[config.mk]
export PLATFORM = sky130hd
export DESIGN_NAME = uart_rx_ctrl_flat
export DESIGN_NICKNAME = d
export VERILOG_FILES = /design/src/rtl/uart_rx_ctrl_if.sv /design/src/rtl/uart_rx_ctrl.sv /design/src/flat_wrapper.sv
export SDC_FILE = /design/constraint.sdc
export NUM_CORES = 1
export LEC_CHECK = 0
export ABC_AREA = 1
export CORE_MARGIN = 10
export CORE_UTILIZATION = 40
export CTS_BUF_LIST = sky130_fd_sc_hd__clkbuf_8
export DETAILED_ROUTE_END_ITERATION = 6
export PLACE_DENSITY = 0.72
export SLEW_MARGIN = 40
export SYNTH_ARGS = -nofsm -noshare
export SYNTH_HDL_FRONTEND = slang
export SYNTH_SLANG_ARGS = --single-unit
[constraint.sdc]
create_clock -name clk -period 3.25 [get_ports clk]
set_input_delay 0.65 -clock clk [delete_from_list [all_inputs] [get_ports clk]]
set_output_delay 0.65 -clock clk [all_outputs]
set_load 0.02 [all_outputs]
[src/rtl/uart_rx_ctrl_if.sv]
// CPU-side bus for the UART receive-ring controller: request strobe, write enable, address, write data, read data, ack.
// Latency: request in cycle N is acked in cycle N+2; rdata is valid only while bus_ack is high.
// Backpressure: none; the requester keeps a single access outstanding and waits for bus_ack.
// Ports: bus_req/bus_we/bus_addr/bus_wdata (master -> slave), bus_rdata/bus_ack (slave -> master).
interface uart_rx_ctrl_if;
  logic        bus_req;
  logic        bus_we;
  logic [3:0]  bus_addr;
  logic [31:0] bus_wdata;
  logic [31:0] bus_rdata;
  logic        bus_ack;

  modport master (
    output bus_req, bus_we, bus_addr, bus_wdata,
    input  bus_rdata, bus_ack
  );

  modport slave (
    input  bus_req, bus_we, bus_addr, bus_wdata,
    output bus_rdata, bus_ack
  );
endinterface

[src/rtl/uart_rx_ctrl.sv]
// Read-side controller for the UART receive ring: push/overrun tracking, DATA/STATUS/CTRL registers, level irq.
// Latency: bus request in cycle N -> ack in N+2; a push in cycle N shows in count/STATUS/irq from N+1.
// Backpressure: none; requests arriving outside IDLE are ignored, and an overrun drops the oldest byte.
// Ports: clk, rst (sync, active-high), rx_wr_idx (receiver write index), buf_rd_idx/buf_rd_data (ring read port),
//        bus (uart_rx_ctrl_if slave), irq (level interrupt).
// Optional feature: define UART_RX_CTRL_TIMEOUT_EN to build the idle-timeout counter and STATUS bit3.
module uart_rx_ctrl #(
  parameter int BufferSize   = 128,
  parameter int ClockFreqHz  = 10000000,
  parameter int BaudRate     = 115200,
  parameter int TimeoutChars = 4
) (
  input  logic                          clk,
  input  logic                          rst,
  input  logic [$clog2(BufferSize)-1:0] rx_wr_idx,
  output logic [$clog2(BufferSize)-1:0] buf_rd_idx,
  input  logic [7:0]                    buf_rd_data,
  uart_rx_ctrl_if.slave                 bus,
  output logic                          irq
);
  localparam int IW = $clog2(BufferSize);
  localparam int CW = IW + 1;
  localparam logic [IW-1:0] LAST_IDX = IW'(BufferSize - 1);
  localparam logic [CW-1:0] FULL_CNT = CW'(BufferSize - 1);

  localparam logic [3:0] ADDR_DATA   = 4'h0;
  localparam logic [3:0] ADDR_STATUS = 4'h4;
  localparam logic [3:0] ADDR_CTRL   = 4'h8;

  typedef enum logic [1:0] {IDLE, EXEC, ACK} state_t;

  state_t        state_q;
  logic          we_q;
  logic [3:0]    addr_q;
  logic [15:0]   wdata_q;
  logic          bus_ack_q;
  logic [31:0]   bus_rdata_q;

  logic [IW-1:0] rd_ptr_q, rd_ptr_d;
  logic [IW-1:0] wr_q;
  logic [CW-1:0] count_q, count_d;
  logic          overflow_q, overflow_d;
  logic          timeout_q;
  logic          rx_ie_q, ovf_ie_q, to_ie_q;
  logic [7:0]    thr_q;

  logic          push, pop, empty, full, overrun, status_wr;
  logic [7:0]    count8;
  logic [31:0]   rd_val;

  // Ring depth need not be a power of two, so wrap explicitly.
  function automatic logic [IW-1:0] ptr_inc(input logic [IW-1:0] p);
    return (p == LAST_IDX) ? '0 : p + IW'(1);
  endfunction

  assign push      = (rx_wr_idx != wr_q);
  assign empty     = (count_q == '0);
  assign full      = (count_q == FULL_CNT);
  assign pop       = (state_q == EXEC) && !we_q && (addr_q == ADDR_DATA) && !empty;
  // A same-cycle pop already makes room, so only a push into a full ring without a pop drops data.
  assign overrun   = push && full && !pop;
  assign status_wr = (state_q == EXEC) && we_q && (addr_q == ADDR_STATUS);
  assign count8    = 8'(count_q);

  always_comb begin
    rd_ptr_d   = rd_ptr_q;
    count_d    = count_q;
    overflow_d = overflow_q;
    // Pop and overrun drop share a single advance of the read pointer.
    if (pop || overrun) rd_ptr_d = ptr_inc(rd_ptr_q);
    if (push && !pop && !full)  count_d = count_q + CW'(1);
    else if (pop && !push)      count_d = count_q - CW'(1);
    if (status_wr && wdata_q[2]) overflow_d = 1'b0;
    // A fresh overrun wins over a same-cycle clear so the event is not lost.
    if (overrun) overflow_d = 1'b1;
  end

  // Read mux samples the registers as they stand at the start of EXEC.
  always_comb begin
    case (addr_q)
      ADDR_DATA:   rd_val = empty ? 32'h0000_0100 : {24'h0, buf_rd_data};
      ADDR_STATUS: rd_val = {16'h0, count8, 4'h0, timeout_q, overflow_q, full, empty};
      ADDR_CTRL:   rd_val = {16'h0, thr_q, 5'h0, to_ie_q, ovf_ie_q, rx_ie_q};
      default:     rd_val = 32'h0;
    endcase
  end

  always_ff @(posedge clk) begin
    if (rst) begin
      rd_ptr_q   <= '0;
      wr_q       <= '0;
      count_q    <= '0;
      overflow_q <= 1'b0;
    end else begin
      rd_ptr_q   <= rd_ptr_d;
      wr_q       <= rx_wr_idx;
      count_q    <= count_d;
      overflow_q <= overflow_d;
    end
  end

  always_ff @(posedge clk) begin
    if (rst) begin
      state_q     <= IDLE;
      we_q        <= 1'b0;
      addr_q      <= '0;
      wdata_q     <= '0;
      bus_ack_q   <= 1'b0;
      bus_rdata_q <= '0;
      rx_ie_q     <= 1'b0;
      ovf_ie_q    <= 1'b0;
      to_ie_q     <= 1'b0;
      thr_q       <= '0;
    end else begin
      case (state_q)
        IDLE: begin
          bus_ack_q <= 1'b0;
          if (bus.bus_req) begin
            we_q    <= bus.bus_we;
            addr_q  <= bus.bus_addr;
            wdata_q <= bus.bus_wdata[15:0];
            state_q <= EXEC;
          end
        end
        EXEC: begin
          bus_rdata_q <= we_q ? 32'h0 : rd_val;
          if (we_q && addr_q == ADDR_CTRL) begin
            rx_ie_q  <= wdata_q[0];
            ovf_ie_q <= wdata_q[1];
            to_ie_q  <= wdata_q[2];
            thr_q    <= wdata_q[15:8];
          end
          bus_ack_q <= 1'b1;
          state_q   <= ACK;
        end
        ACK: begin
          // rdata stays as captured; only the ack strobe drops.
          bus_ack_q <= 1'b0;
          state_q   <= IDLE;
        end
        default: begin
          bus_ack_q <= 1'b0;
          state_q   <= IDLE;
        end
      endcase
    end
  end

`ifdef UART_RX_CTRL_TIMEOUT_EN
  localparam int TO_LIMIT = TimeoutChars * 10 * (ClockFreqHz / BaudRate);
  localparam int TW       = $clog2(TO_LIMIT + 1);

  logic [TW-1:0] to_cnt_q, to_cnt_d;
  logic          timeout_d;

  always_comb begin
    to_cnt_d  = to_cnt_q;
    timeout_d = timeout_q;
    if (push || pop)                              to_cnt_d = '0;
    else if (!empty && to_cnt_q != TW'(TO_LIMIT)) to_cnt_d = to_cnt_q + TW'(1);
    if (status_wr && wdata_q[3]) timeout_d = 1'b0;
    // Set only on arrival at the limit; a saturated counter must not re-set a flag the CPU just cleared.
    if (to_cnt_q != TW'(TO_LIMIT) && to_cnt_d == TW'(TO_LIMIT)) timeout_d = 1'b1;
  end

  always_ff @(posedge clk) begin
    if (rst) begin
      to_cnt_q  <= '0;
      timeout_q <= 1'b0;
    end else begin
      to_cnt_q  <= to_cnt_d;
      timeout_q <= timeout_d;
    end
  end
`else
  localparam int unused_to_cfg = TimeoutChars + ClockFreqHz + BaudRate;
  logic unused_to_bit;
  assign unused_to_bit = wdata_q[3];
  assign timeout_q     = 1'b0;
`endif

  logic unused_bits;
  assign unused_bits = ^{bus.bus_wdata[31:16], wdata_q[7:4]};

  assign buf_rd_idx    = rd_ptr_q;
  assign bus.bus_ack   = bus_ack_q;
  assign bus.bus_rdata = bus_rdata_q;
  assign irq = (rx_ie_q && (thr_q != 8'h0) && (32'(count_q) >= 32'(thr_q)))
             | (ovf_ie_q && overflow_q)
             | (to_ie_q && timeout_q);
endmodule

[src/flat_wrapper.sv]
// flat-port wrapper written by rule: the top's interface ports become plain ports
module uart_rx_ctrl_flat 
#(
  parameter int BufferSize   = 128,
  parameter int ClockFreqHz  = 10000000,
  parameter int BaudRate     = 115200,
  parameter int TimeoutChars = 4
)
  (clk, rst, rx_wr_idx, buf_rd_idx, buf_rd_data, irq, bus_bus_req, bus_bus_we, bus_bus_addr, bus_bus_wdata, bus_bus_rdata, bus_bus_ack);
  uart_rx_ctrl_if bus_i ();
  input  logic clk;
  input  logic rst;
  input  logic [$clog2(BufferSize)-1:0] rx_wr_idx;
  output logic [$clog2(BufferSize)-1:0] buf_rd_idx;
  input  logic [7:0] buf_rd_data;
  output logic irq;
  input wire logic [$bits(bus_i.bus_req)-1:0] bus_bus_req;
  input wire logic [$bits(bus_i.bus_we)-1:0] bus_bus_we;
  input wire logic [$bits(bus_i.bus_addr)-1:0] bus_bus_addr;
  input wire logic [$bits(bus_i.bus_wdata)-1:0] bus_bus_wdata;
  output wire logic [$bits(bus_i.bus_rdata)-1:0] bus_bus_rdata;
  output wire logic [$bits(bus_i.bus_ack)-1:0] bus_bus_ack;
  assign bus_i.bus_req = bus_bus_req;
  assign bus_i.bus_we = bus_bus_we;
  assign bus_i.bus_addr = bus_bus_addr;
  assign bus_i.bus_wdata = bus_bus_wdata;
  assign bus_bus_rdata = bus_i.bus_rdata;
  assign bus_bus_ack = bus_i.bus_ack;
  uart_rx_ctrl #(.BufferSize(BufferSize), .ClockFreqHz(ClockFreqHz), .BaudRate(BaudRate), .TimeoutChars(TimeoutChars)) u_core (.clk(clk), .rst(rst), .rx_wr_idx(rx_wr_idx), .buf_rd_idx(buf_rd_idx), .buf_rd_data(buf_rd_data), .bus(bus_i), .irq(irq));
endmodule
# Yosys cells after proc, flatten, opt, wreduce, memory -nomap -nowiden
# Cells that the tools add are included.
# op_classes
add_sub_neg,3
reduce_logical,29
n_bitwise,1
magnitude_cmp,1
n_eq_ne,7
mux,11
# ops
op,n
32-bit one-hot mux with 3 select lines,1
32-bit 2-to-1 mux,1
8-bit 2-to-1 mux,2
1-bit logical AND,15
9-bit 2-to-1 mux,1
8-bit by 1-bit adder with 8-bit output (second input constant),1
8-bit by 7-bit == test with 1-bit output (second input constant),1
8-bit greater-or-equal comparator,1
8-bit zero test,1
8-bit nonzero test,1
8-bit by 1-bit subtractor with 8-bit output (second input constant),1
7-bit by 1-bit adder with 7-bit output (second input constant),1
7-bit == test (second input constant),1
7-bit 2-to-1 mux,1
7-bit != test,1
1-bit zero test,5
4-bit by 3-bit == test with 1-bit output (second input constant),1
4-bit == test (second input constant),1
4-bit zero test,1
2-bit one-hot mux with 2 select lines,1
2-bit AND reduction,2
2-bit nonzero test,2
1-bit 2-to-1 mux,3
2-bit by 1-bit == test with 1-bit output (second input constant),1
5 further kinds,5
# word_totals
wordCells,66
register_bits,90

# Longest topological paths before layout
# depth
depth_word,8
mapped_depth,18
mapped_depth_nobuf,18

# Worst setup path after synthesis
# No wires, ideal clock.
# synth_path
kind,input -> register
from,in rx_wr_idx[2]
to,"reg u_core.count_q[6], in the netlist u_core.count8[6]"
path_slack_ps,773
t_arrival_ps,2362
setup_ps,115
n_path_buf,0
required_ps,3135
path_stages,18
cell_sequence,inv_1 -> nand2_1 -> nand2_1 -> inv_2 -> nand2_1 -> nor2_1 -> nand2_1 -> nand3_4 -> ha_1 -> a21oi_1 -> nand2_1 -> nand2_1 -> nand2_1 -> nand2_1 -> nand2_1 -> or2_2 -> a21oi_1 -> nor2_1
# synth_between
elab_chain_cells,4
elab_cells_between_ends,7
classes_between,eq/ne (1); mux (1); reduce/logical (5)
# synth_rtl
element,line,text
start: declaration,flat_wrapper.sv:13,input logic [$clog2(BufferSize)-1:0] rx_wr_idx;
7-bit != test *,uart_rx_ctrl.sv:56,assign push = (rx_wr_idx != wr_q);
1-bit logical AND / 1-bit zero test (equally long branches),"uart_rx_ctrl.sv:71, uart_rx_ctrl.sv:72",
"1-bit logical AND, on equally long branches","uart_rx_ctrl.sv:71, uart_rx_ctrl.sv:72",
8-bit 2-to-1 mux / 2-bit nonzero test (equally long branches),n/a,
end signal: assignment,uart_rx_ctrl.sv:97,count_q <= count_d;
end: declaration,uart_rx_ctrl.sv:41,"logic [CW-1:0] count_q, count_d;"
# Mark *: on every way between the ends. The rest lies on a longest branch, timed or not.
# A chain may end at the register's enable or synchronous reset.

# Worst setup path in the final report
# layout_path
from,"reg u_core.count_q[0], in the netlist u_core.count8[0]"
to,out irq
# layout_between
elab_chain_cells,3
# layout_rtl
element,line,text
8-bit greater-or-equal comparator,uart_rx_ctrl.sv:188,assign irq = (rx_ie_q && (thr_q != 8'h0) && (32'(count_q) >= 32'(thr_q)))
1-bit logical AND,uart_rx_ctrl.sv:188,
1-bit bitwise OR,uart_rx_ctrl.sv:189,| (ovf_ie_q && overflow_q)
end: declaration,flat_wrapper.sv:16,output logic irq;
# No other way between the ends.

==> results.md <==
- The run finished with clean final reports.
- At the end of routability-driven placement, the weighted congestion stood at 0.821.
- The HPWL after detailed placement is 6.20 mm.
- STA puts the critical path data required time at roughly 2600 ps.
- The global-route wire length before repair is 13.7 mm.
- For this configuration, the core starts out at a cell density of 0.407.
- In this run the vertical extent of the chip is ~110 um.
- The number of diodes is 0.
- The worst setup path is captured at a primary output.
- The largest net degree at the start of global routing is 36.
- The sum of routed wire length over all layers is between 8 and 9 mm.
- The number of setup violations in the final report is 0.
- TritonCTS created 9 clock buffers.
- The cell sitting at the root of the clock tree is a sky130_fd_sc_hd__clkbuf_8.
- The kind of path behind the tightest hold check is reg2reg.
- The startpoint identified for the worst register-to-register timing path is u_core.count8[1]$_SDFFE_PP0P_.
- For this design the ratio of total power to cell area is 504 nW/um^2.
- On the critical path, the stage with the largest delay is an instance of sky130_fd_sc_hd__clkdlybuf4s50_1.
- The post-CTS setup-driven buffer insertion count is 0.
- Summing every instance area after synthesis gives 3510 um^2.
- The number of global-route vias before repair was 3097.
- The portion of the clock cycle consumed by the worst path in the final layout is 0.937.
- The clock input transition at the sequential cells of the worst setup and hold paths is 70 ps.
- The final-report hold violation count came to 0.
- The source of the critical timing path is u_core.count8[0]$_SDFFE_PP0P_.
- The width of the die is around 110 um.
- In the final layout, the share of cells above drive strength 1 is 0.0824.
- The peak supply drop is about 0.25 mV.
- The prevailing post-synth register cell is sky130_fd_sc_hd__dfxtp_1.
- Leaving out fill and tap cells, the most frequent cells in the layout are sky130_fd_sc_hd__nand2_1 (106), sky130_fd_sc_hd__dfxtp_1 (69), sky130_fd_sc_hd__nor2_1 (61).
- The level count of the clock H-tree is 3.
- The post-synthesis cell type with the largest combined area is sky130_fd_sc_hd__dfxtp_1.
- The cell leakage power is ~1.8 nW.
- The kind of cell with the highest combined delay along the critical path is buffers and inverters.
- The number of buffers inserted by port buffering is 58.
- The worst setup path is launched from a flop.
- The area of the core region is about 8600 um^2.
- The count of yosys warnings during synthesis is 0.
- The cell seen most often among critical-path stages is sky130_fd_sc_hd__inv_1.
- Data on the critical path arrives at its endpoint at about 2400 ps.
- The number of different library cells used by synthesis comes to 39.
- The final layout net count is slightly above 600.
- The hold buffer count at cts is 0.
- The share of the Yosys chip area taken by registers is 0.393.
- For this run, the slowest stage of the critical path takes between 600 and 700 ps.
- TritonCTS built the clock tree.
- The total iterations of the first detailed-routing run is 5.
- The clock reaches the later pin of the worst-skew pair after 350 ps.
- Of all nets on the critical path, the largest fanout is 7.
- The most critical setup path has its endpoint at irq.
- Yosys attributes the largest share of cell area to sky130_fd_sc_hd__dfxtp_1 (39%), sky130_fd_sc_hd__nand2_1 (11%), sky130_fd_sc_hd__a21oi_1 (7.1%), sky130_fd_sc_hd__nor2_1 (6.5%), sky130_fd_sc_hd__ha_1 (5.7%).
- The count of final max-slew check failures was 0.
- The tool flagged a number of max-cap violations equal to 0.
- Fill cells in the final layout number approximately 860.
- Measured against its own limit, the worst slew margin works out to 0.644.
- The number of resized instances in the post-cts repair step is 0.
- The floorplan step defined a die boundary enclosing about 13000 um^2.
- The count of cells along the worst register-to-register path is 14.
- The combined global-route utilization of all metal layers is 0.125.
- The initial antenna violation count is 0.
- The fraction of synthesis flops using an asynchronous set or reset pin is 0.
- The detailed router's first-iteration violation count is 195.
- For this block, the via count after detailed routing is between 3k and 4k.
- Traced cell by cell, the critical path runs through inv_1 > ha_1 > inv_1 > a21oi_1 > o21ai_0 > nand2_1 > o2111ai_1 > a22o_1 > clkdlybuf4s50_1.
- The cell row count is 34.
- The critical path crosses 9 cells after its start point.
- The clock drives ~70 sinks.
- The post-detailed-route DRC marker count is 0.
- In this run the register-to-register setup slack is between 700 and 800 ps.
- The detail-routed net length per standard cell is around 12 um.
- The endpoint identified for the worst register-to-register timing path is u_core.count8[6]$_SDFFE_PP0P_.
- Setup repair after global routing left no endpoint under its margin.
- The top cell type's share of synthesized area is 0.393.
- Across all hold checks on the routed design, the worst slack comes to ~470 ps.
- In the routed layout, each cell is associated on average with a via count of approximately 4.8.
- Global routing finished with a remaining overflow of 0.
- The average instance in the mapped netlist occupies between 7 and 8 um^2.
- The path type of the worst setup path is reg2out.
- The area growth from synthesis to layout is 23.9%.
- The highest clock frequency the design can meet is between 300 and 400 MHz.
- The count of antenna-violating nets left after detailed routing is 0.
- Counting I/O delays and the setup requirement, the final critical path takes 3050 ps.
- The post-synthesis sequential element count is 69.
- The final setup TNS is 0 ps.
- The leading cell type in the layout, fill and taps excluded is sky130_fd_sc_hd__nand2_1.
- The buffering stage count on the worst path with inverters included is 3.
- The transition time of the tightest slew-check pin is roughly 530 ps.
- The worst setup skew after layout is 13.3 ps.
- After technology mapping, the gate count stands at between 400 and 500.
- The deepest clock path buffer count is 2.
- During I/O placement, the number of pins put on the boundary was 96.
- Yosys mapped a number of flops with a built-in enable equal to 0.
flip-flops by register name, summed over array words and instances (netlist names):
signal,flops
u_core.to_ie_q,1
u_core.wdata_q,11
u_core.rx_ie_q,1
u_core.thr_q,8
u_core.count8,8
u_core.wr_q,7
u_core.we_q,1
u_core.buf_rd_idx,7
u_core.overflow_q,1
u_core.bus.bus_rdata,16
u_core.bus.bus_ack,1
u_core.state_q,2
u_core.addr_q,4
u_core.ovf_ie_q,1
how the worst min path moves through the flow:
stage | startpoint | end | slack [ps] | depth (start not counted)
global placement | u_core.to_ie_q$_SDFFE_PP0P_ | u_core.to_ie_q$_SDFFE_PP0P_ | 450 | 2
floorplan | u_core.to_ie_q$_SDFFE_PP0P_ | u_core.to_ie_q$_SDFFE_PP0P_ | 430 | 2
finish | u_core.bus.bus_rdata[12]$_SDFFE_PP0N_ | u_core.bus.bus_rdata[12]$_SDFFE_PP0N_ | 470 | 2
detailed placement | u_core.bus.bus_rdata[12]$_SDFFE_PP0N_ | u_core.bus.bus_rdata[12]$_SDFFE_PP0N_ | 460 | 2
CTS | u_core.bus.bus_rdata[12]$_SDFFE_PP0N_ | u_core.bus.bus_rdata[12]$_SDFFE_PP0N_ | 470 | 2
global route | u_core.bus.bus_rdata[2]$_SDFFE_PP0N_ | u_core.bus.bus_rdata[2]$_SDFFE_PP0N_ | 490 | 2
where the power goes:
part	switching, W	internal [W]	leakage, nW
Combinational	0.000234	0.000163	1.14
Clock	0.000340	0.000513	0.124
Sequential	0.0000507	0.000891	0.563
Yosys cell counts, drive strengths merged, types with 3 or more instances:
library cell / instances
nand4: 7
ha: 16
nand2: 110
xor2: 3
inv: 52
o22ai: 3
xnor2: 6
dfxtp: 69
nor2: 65
buf: 20
nand3: 15
a21oi: 53
nor4: 3
o21ai: 42
clkbuf: 12
tightest hold or removal path: stages (launching register included):
cell and delay (ps):
sky130_fd_sc_hd__dfxtp_1 310, sky130_fd_sc_hd__nand2_1 60, sky130_fd_sc_hd__a21oi_1 50
cell type report:
type,instances,area (um^2),share of cell area
multi-input cells,350,1810,0.415
clock inverters,7,121,0.0279
well taps,108,135,0.0311
flip-flops and latches,69,1380,0.317
repair buffers,59,588,0.135
clock buffers,9,124,0.0285
inverters,52,195,0.0449
cell families (layout without fill, tap and decap cells):
kind of cell | after synthesis | count (layout) | share of synthesized area
buffers and inverters | 84 | 127 | 0.110
adder cells (fa/ha/maj) | 17 | 17 | 0.0627
flip-flops | 69 | 69 | 0.393
XOR/XNOR | 9 | 9 | 0.0224
other | 1 | 16 | 0.00107
AO/OA/AOI/OAI | 105 | 105 | 0.161
AND/OR/NAND/NOR | 203 | 203 | 0.249
metrics by stage:
step | cells | cell area, um^2 | power [W] | setup WS [ps] | utilization
finish | 654 | 4350 | 0.00219 | 204 | 0.504
global route | 654 | 4350 | 0.00231 | 11.7 | 0.504
CTS | 654 | 4350 | 0.00221 | 180 | 0.503
detailed placement | 638 | 4100 | 0.00136 | 58.2 | 0.475
global placement | 638 | 4100 | 0.00134 | 115 | 0.475
floorplan | 503 | 3570 | 0.00126 | 773 | -
routing by layer:
metal	part of all wire	routed length, um	GRT usage	vias up
li1	-	-	-	1652
met1	0.45	3670	0.149	1370
met5	0	0	0	-
met2	0.45	3650	0.203	100
met3	0.078	627	0.0499	11
met4	0.014	112	0.0338	0
Note: power is estimated with default switching activity, not from simulation.
